--- config.mk ---
export PLATFORM = sky130hd
export DESIGN_NAME = uart_tx_fifo
export DESIGN_NICKNAME = d
export VERILOG_FILES = /design/src/rtl/uart_tx_fifo.sv
export SDC_FILE = /design/constraint.sdc
export NUM_CORES = 1
export LEC_CHECK = 0
export CAP_MARGIN = 20
export CELL_PAD_IN_SITES_DETAIL_PLACEMENT = 0
export CELL_PAD_IN_SITES_GLOBAL_PLACEMENT = 2
export CORE_MARGIN = 2
export CORE_UTILIZATION = 36
export DETAILED_ROUTE_END_ITERATION = 10
export GPL_TIMING_DRIVEN = 0
export HOLD_SLACK_MARGIN = 0.08
export PLACE_DENSITY = 0.72
export RECOVER_POWER = 100
export SETUP_SLACK_MARGIN = 0.15
export SLEW_MARGIN = 15
export SYNTH_ARGS = -nofsm -noshare
export SYNTH_HDL_FRONTEND = slang
export SYNTH_SLANG_ARGS = --single-unit
--- constraint.sdc ---
create_clock -name clock -period 3.8 [get_ports clock]
set_input_delay 0.57 -clock clock [delete_from_list [all_inputs] [get_ports clock]]
set_output_delay 0.57 -clock clock [all_outputs]
set_load 0.005 [all_outputs]
--- src/rtl/uart_tx_fifo.sv ---
// uart_tx_fifo: FIFO-buffered UART transmitter with runtime baud divisor, optional parity and 1/2 stop bits
// Ports: clock/reset_n (async active-low); baud_div (clocks per bit, 0/1 -> 2);
//   parity_type (01 odd, 10 even, else none); stop2 (two stop bits);
//   in_valid/in_data/in_ready (FIFO write side); data_tx (serial line, idle high);
//   active_flag (frame or break in progress); done_flag (one-cycle end-of-frame pulse);
//   fifo_count (occupied entries); tx_break (only when UART_TX_BREAK_EN is defined).
// Optional feature macro: UART_TX_BREAK_EN adds the tx_break input and the break states.
module uart_tx_fifo #(
  parameter int DATA_W     = 8,
  parameter int FIFO_DEPTH = 4,
  parameter int DIV_W      = 16
) (
  input  logic                          clock,
  input  logic                          reset_n,
  input  logic [DIV_W-1:0]              baud_div,
  input  logic [1:0]                    parity_type,
  input  logic                          stop2,
  input  logic                          in_valid,
  input  logic [DATA_W-1:0]             in_data,
  output logic                          in_ready,
  output logic                          data_tx,
  output logic                          active_flag,
  output logic                          done_flag,
  output logic [$clog2(FIFO_DEPTH):0]   fifo_count
`ifdef UART_TX_BREAK_EN
  ,
  input  logic                          tx_break
`endif
);
  localparam int AW = $clog2(FIFO_DEPTH);
`ifdef UART_TX_BREAK_EN
  typedef enum logic [2:0] {IDLE, START, DATA, PARITY, STOP, BRK, BRK_HOLD} state_t;
`else
  typedef enum logic [2:0] {IDLE, START, DATA, PARITY, STOP} state_t;
`endif
  logic [DATA_W-1:0] mem_q [FIFO_DEPTH];
  logic [AW-1:0]     wr_q, rd_q;
  logic [AW:0]       fcnt_q;
  logic              push, pop;
  state_t            state_q, state_d;
  logic [DIV_W-1:0]  cnt_q, cnt_d, div_q, div_d, div_c;
  logic [3:0]        bit_q, bit_d;
  logic [DATA_W-1:0] word_q, word_d;
  logic [1:0]        ptype_q, ptype_d;
  logic              stop2_q, stop2_d, done_q, done_d;
  logic              bit_end, par_en, par_bit, brk_low;
  assign in_ready    = fcnt_q != (AW+1)'(FIFO_DEPTH);
  assign push        = in_valid & in_ready;
  assign fifo_count  = fcnt_q;
  assign done_flag   = done_q;
  assign active_flag = state_q != IDLE;
  assign div_c       = (baud_div < DIV_W'(2)) ? DIV_W'(2) : baud_div;
  assign bit_end     = cnt_q == div_q - 1'b1;
  assign par_en      = ^ptype_q;
  assign par_bit     = ptype_q[1] ? ^word_q : ~^word_q;
`ifdef UART_TX_BREAK_EN
  assign brk_low = state_q == BRK;
`else
  assign brk_low = 1'b0;
`endif
  assign data_tx = (state_q == START || brk_low) ? 1'b0 :
                   (state_q == DATA)   ? |(word_q & (DATA_W'(1) << bit_q)) :
                   (state_q == PARITY) ? par_bit : 1'b1;
  always_ff @(posedge clock) begin
    if (push) mem_q[wr_q] <= in_data;
  end
  always_ff @(posedge clock or negedge reset_n) begin
    if (!reset_n) begin
      wr_q    <= '0;
      rd_q    <= '0;
      fcnt_q  <= '0;
      state_q <= IDLE;
      cnt_q   <= '0;
      bit_q   <= '0;
      word_q  <= '0;
      div_q   <= DIV_W'(2);
      ptype_q <= '0;
      stop2_q <= 1'b0;
      done_q  <= 1'b0;
    end else begin
      wr_q    <= wr_q + AW'(push);
      rd_q    <= rd_q + AW'(pop);
      fcnt_q  <= fcnt_q + (AW+1)'(push) - (AW+1)'(pop);
      state_q <= state_d;
      cnt_q   <= cnt_d;
      bit_q   <= bit_d;
      word_q  <= word_d;
      div_q   <= div_d;
      ptype_q <= ptype_d;
      stop2_q <= stop2_d;
      done_q  <= done_d;
    end
  end
  always_comb begin
    state_d = state_q;
    cnt_d   = (state_q == IDLE || bit_end) ? '0 : cnt_q + 1'b1;
    bit_d   = bit_q;
    word_d  = word_q;
    div_d   = div_q;
    ptype_d = ptype_q;
    stop2_d = stop2_q;
    done_d  = 1'b0;
    pop     = 1'b0;
    unique case (state_q)
      IDLE: ;
      START: if (bit_end) begin
        state_d = DATA;
        bit_d   = '0;
      end
      DATA: if (bit_end) begin
        bit_d = bit_q + 1'b1;
        if (bit_q == 4'(DATA_W-1)) begin
          state_d = par_en ? PARITY : STOP;
          bit_d   = '0;
        end
      end
      PARITY: if (bit_end) state_d = STOP;
      STOP: if (bit_end) begin
        bit_d = bit_q + 1'b1;
        if (bit_q == {3'b0, stop2_q}) begin
          state_d = IDLE;
          done_d  = 1'b1;
        end
      end
`ifdef UART_TX_BREAK_EN
      BRK: begin
        cnt_d = '0;
        bit_d = '0;
        if (!tx_break) state_d = BRK_HOLD;
      end
      BRK_HOLD: if (bit_end) begin
        bit_d = bit_q + 1'b1;
        if (bit_q == 4'd1) state_d = IDLE;
      end
`endif
      default: state_d = IDLE;
    endcase
    // Any path that lands in IDLE (including the last stop clock) may start the next frame at once.
    if (state_d == IDLE) begin
`ifdef UART_TX_BREAK_EN
      if (tx_break) begin
        state_d = BRK;
        div_d   = div_c;
        bit_d   = '0;
        cnt_d   = '0;
      end else
`endif
      if (fcnt_q != '0) begin
        pop     = 1'b1;
        state_d = START;
        word_d  = mem_q[rd_q];
        div_d   = div_c;
        ptype_d = parity_type;
        stop2_d = stop2;
        bit_d   = '0;
        cnt_d   = '0;
      end
    end
  end
endmodule

==> impl_metrics.toml <==
[cells_and_area]
nets = 497
drive_gt1_share_pct = 16.09
fin_cells = 632
antennaDiodeCount = 0
syn_to_final_growth_pct = 23.92

[cts]
clock_path_buffers = 2
cts_tree = "yes"
clock-root-buffer = "clkbuf_16"
clock_sink_count = 90
clk_pin_slew_ns = 0.07
cts-htree-levels = 3
clock_latency_ns = 0.34
cts_made_buffers = 9

[die]
die_x_um = 117.6
initial_core_util_pct = 36.84
core.rowCount = 41
die_h_um = 117.6
die-area_um2 = 13840
coreArea_um2 = 12620
pin_count = 37

[synth]
syn_area_per_cell_um2 = 11.92
synth_seq_cells = 90
synth_top_area_share_pct = 30.68
synth_ff_type = "dfrtp_1"
synth_edf_count = 32
synthesis.nets = 432
netlist_top_cells_count = "dfrtp_1, nor2_1, edfxtp_1"
synth_largest_area_cell = "dfrtp_1"
yosys_warnings = 0
synthArstFlopShare_pct = 64.44
synth.distinct_cells = 57
syn_inst = 390
synth_most_common_cell = "dfrtp_1"
synth_area_um2 = 4649
synth.area.top_cells = "dfrtp_1, edfxtp_1, xnor2_1"
ys_seq_area_share_pct = 51.91

[timing]
fin_crit_ns = 3.710
hold_viol_final = 0
finClkSkew_ns = 0.004562
timing.final.crit_share_pct = 97.64
fin_setup_tns_ns = 0
relSlewSlack_pct = 15.84
max_clock_freq_mhz = 269.5
layout_setup_ws_ns = 0.08958
rsz0062_at_grt = "yes"
tightestPinTransition_ns = 1.262
maxSlewViolCount = 0
final-setup-viol-count = 0

[setup_path]
crit_required_ns = 4.03
cp-start-kind = "register"
path_class = "register to register"
rrSetupSlack_ns = 0.09
crit_fanout = 9
cp-end-kind = "register"
crit_arrival_ns = 3.94

[hold_path]
hold_class = "register to register"

[global_route]
grt_pass1_vias = 3327
antenna_found_initial = 0
grt_max_degree = 50
grt_pass1_wl_mm = 17.35
grt_usage_pct = 16.01
grt-ovfl-total = 0

[power_and_ir_drop]
ir_drop_v = 0.0002875
p_leak_nw = 2.178
powerDensity_nw_per_um2 = 451.6

[placement]
placed_cells = 599
port_buffers = 36
dpl_worst_slack_ns = -0.7364
place.gp.congestion = 0.8066
dpl.hpwl_mm = 7.458

[job]
drv_cap = 0

[outcome]
outcome = "finished clean"

[routing]
drt_iter0_drc = 163
wire_per_inst_um = 16.41
routed_wl_mm = 10.37
num_vias = 3173
dr.pass1.iters = 5
routed_via_density = 5.021
ant_nets = 0
drc = 0
-- final cells by class --
type                       instances  area, um^2
clock buffer                       9       225.2
tap                              172       215.2
timing repair buffer              54       489.2
buffer                            13       65.06
multi-input combinational        275        2248
fill                            1180        6858
sequential                        90        2414
inverter                          12       45.04
clock inverter                     7       60.06
-- path summary, 6_finish.rpt --
| kind | from | endpoint | cells past startpoint |
|---|---|---|---|
| max | div_q[12] | fifo_count[2] | 15 |
| min | ptype_q[0] | ptype_q[0] | 1 |
| max reg2reg | div_q[12] | fifo_count[2] | 15 |
| min reg2reg | ptype_q[0] | ptype_q[0] | 1 |
| max in group asynchronous | reset_n | word_q[0] | 3 |
| min in group asynchronous | reset_n | div_q[6] | 2 |
-- cell families after synthesis --
| kind of cell | after synthesis | share of synthesized area [%] |
|---|---|---|
| buffers and inverters | 25 | 2.260 |
| muxes | 37 | 10.79 |
| and+or+nand+nor | 131 | 15.34 |
| DFF | 90 | 51.91 |
| xor gates and xnor gates | 50 | 9.419 |
| AOI/OAI and AO/OA | 45 | 6.890 |
| adders and majority gates | 12 | 3.391 |
-- per-stage QoR --
| step | total power, W | cell area, um^2 | utilization [%] | hold WS [ns] |
|---|---|---|---|---|
| global route | 0.002754 | 5762 | 45.66 | 0.5339 |
| detailed placement | 0.001729 | 5280 | 41.84 | 0.4303 |
| finish | 0.002602 | 5762 | 45.66 | 0.5089 |
| CTS | 0.002635 | 5753 | 45.59 | 0.5158 |
| floorplan | 0.001539 | 4669 | - | 0.2744 |
| global placement | 0.001708 | 5245 | 41.56 | 0.4912 |
-- worst max-delay path, cell delays in order (launching register included) --
cell	delay, ns
dfrtp_1	0.36
clkbuf_2	0.17
or4b_1	0.58
a311oi_4	0.39
o22ai_2	0.16
a2111oi_4	0.28
buf_4	0.20
mux2i_4	0.26
nor3_4	0.08
buf_6	0.16
xnor2_2	0.13
ha_2	0.19
inv_2	0.03
fa_2	0.34
xnor2_2	0.14
xnor2_1	0.12
-- flip-flops by register name, indices dropped and copies added, names as in the netlist, 2 cells and up --
name and count:
rd_q 2, fifo_count 3, state_q 3, bit_q 4, wr_q 2, div_q 16
cnt_q 16, ptype_q 2, mem_q 32, word_q 8
-- placed cells by master (no fill, tap or decap), types with 4 or more instances in the layout --
cell | Yosys | final
dfrtp_1 | 57 | 57
nor2_1 | 39 | 39
edfxtp_1 | 32 | 32
xnor2_1 | 28 | 26
nand2_1 | 24 | 24
clkdlybuf4s50_1 | 0 | 23
xor2_1 | 22 | 22
mux2_1 | 20 | 20
buf_4 | 3 | 18
nand3_1 | 14 | 14
dlygate4sd3_1 | 0 | 13
o21ai_0 | 13 | 12
inv_1 | 12 | 9
ha_1 | 11 | 9
clkbuf_16 | 0 | 9
a21oi_1 | 8 | 8
mux4_2 | 8 | 8
clkbuf_1 | 7 | 7
and3_1 | 6 | 6
nand4_1 | 5 | 5
or3_1 | 5 | 5
nor3_1 | 7 | 5
nor4_1 | 6 | 5
mux2_2 | 5 | 5
nand3b_1 | 4 | 4
-- power breakdown --
group	total [W]	internal, W	switching (W)
registers	0.00127	0.00116	0.000116
clock network	0.000867	0.000458	0.000410
logic	0.000462	0.000239	0.000223
-- metal layers --
metal  vias to the layer above  wire length (um)  track usage (%)  part of all wire [%]
met2                        39              5491            28.34                    53
met5                         -                 0                0                     0
met1                      1573              4398            19.25                    42
met4                         0               134            4.669                   1.3
li1                       1550                 -                -                     -
met3                        11               345            3.973                   3.3
-- timing repair --
action / CTS / global route
pin swaps: 10 / 4
endpoints found under the hold margin: 9 / 0
hold buffers: 1 / 0
resized for setup: 13 / 6
setup endpoints to repair: 32 / 2
cloned: 0 / 0
buffers inserted: 14 / 2
Power figures use the tool's default switching activity.
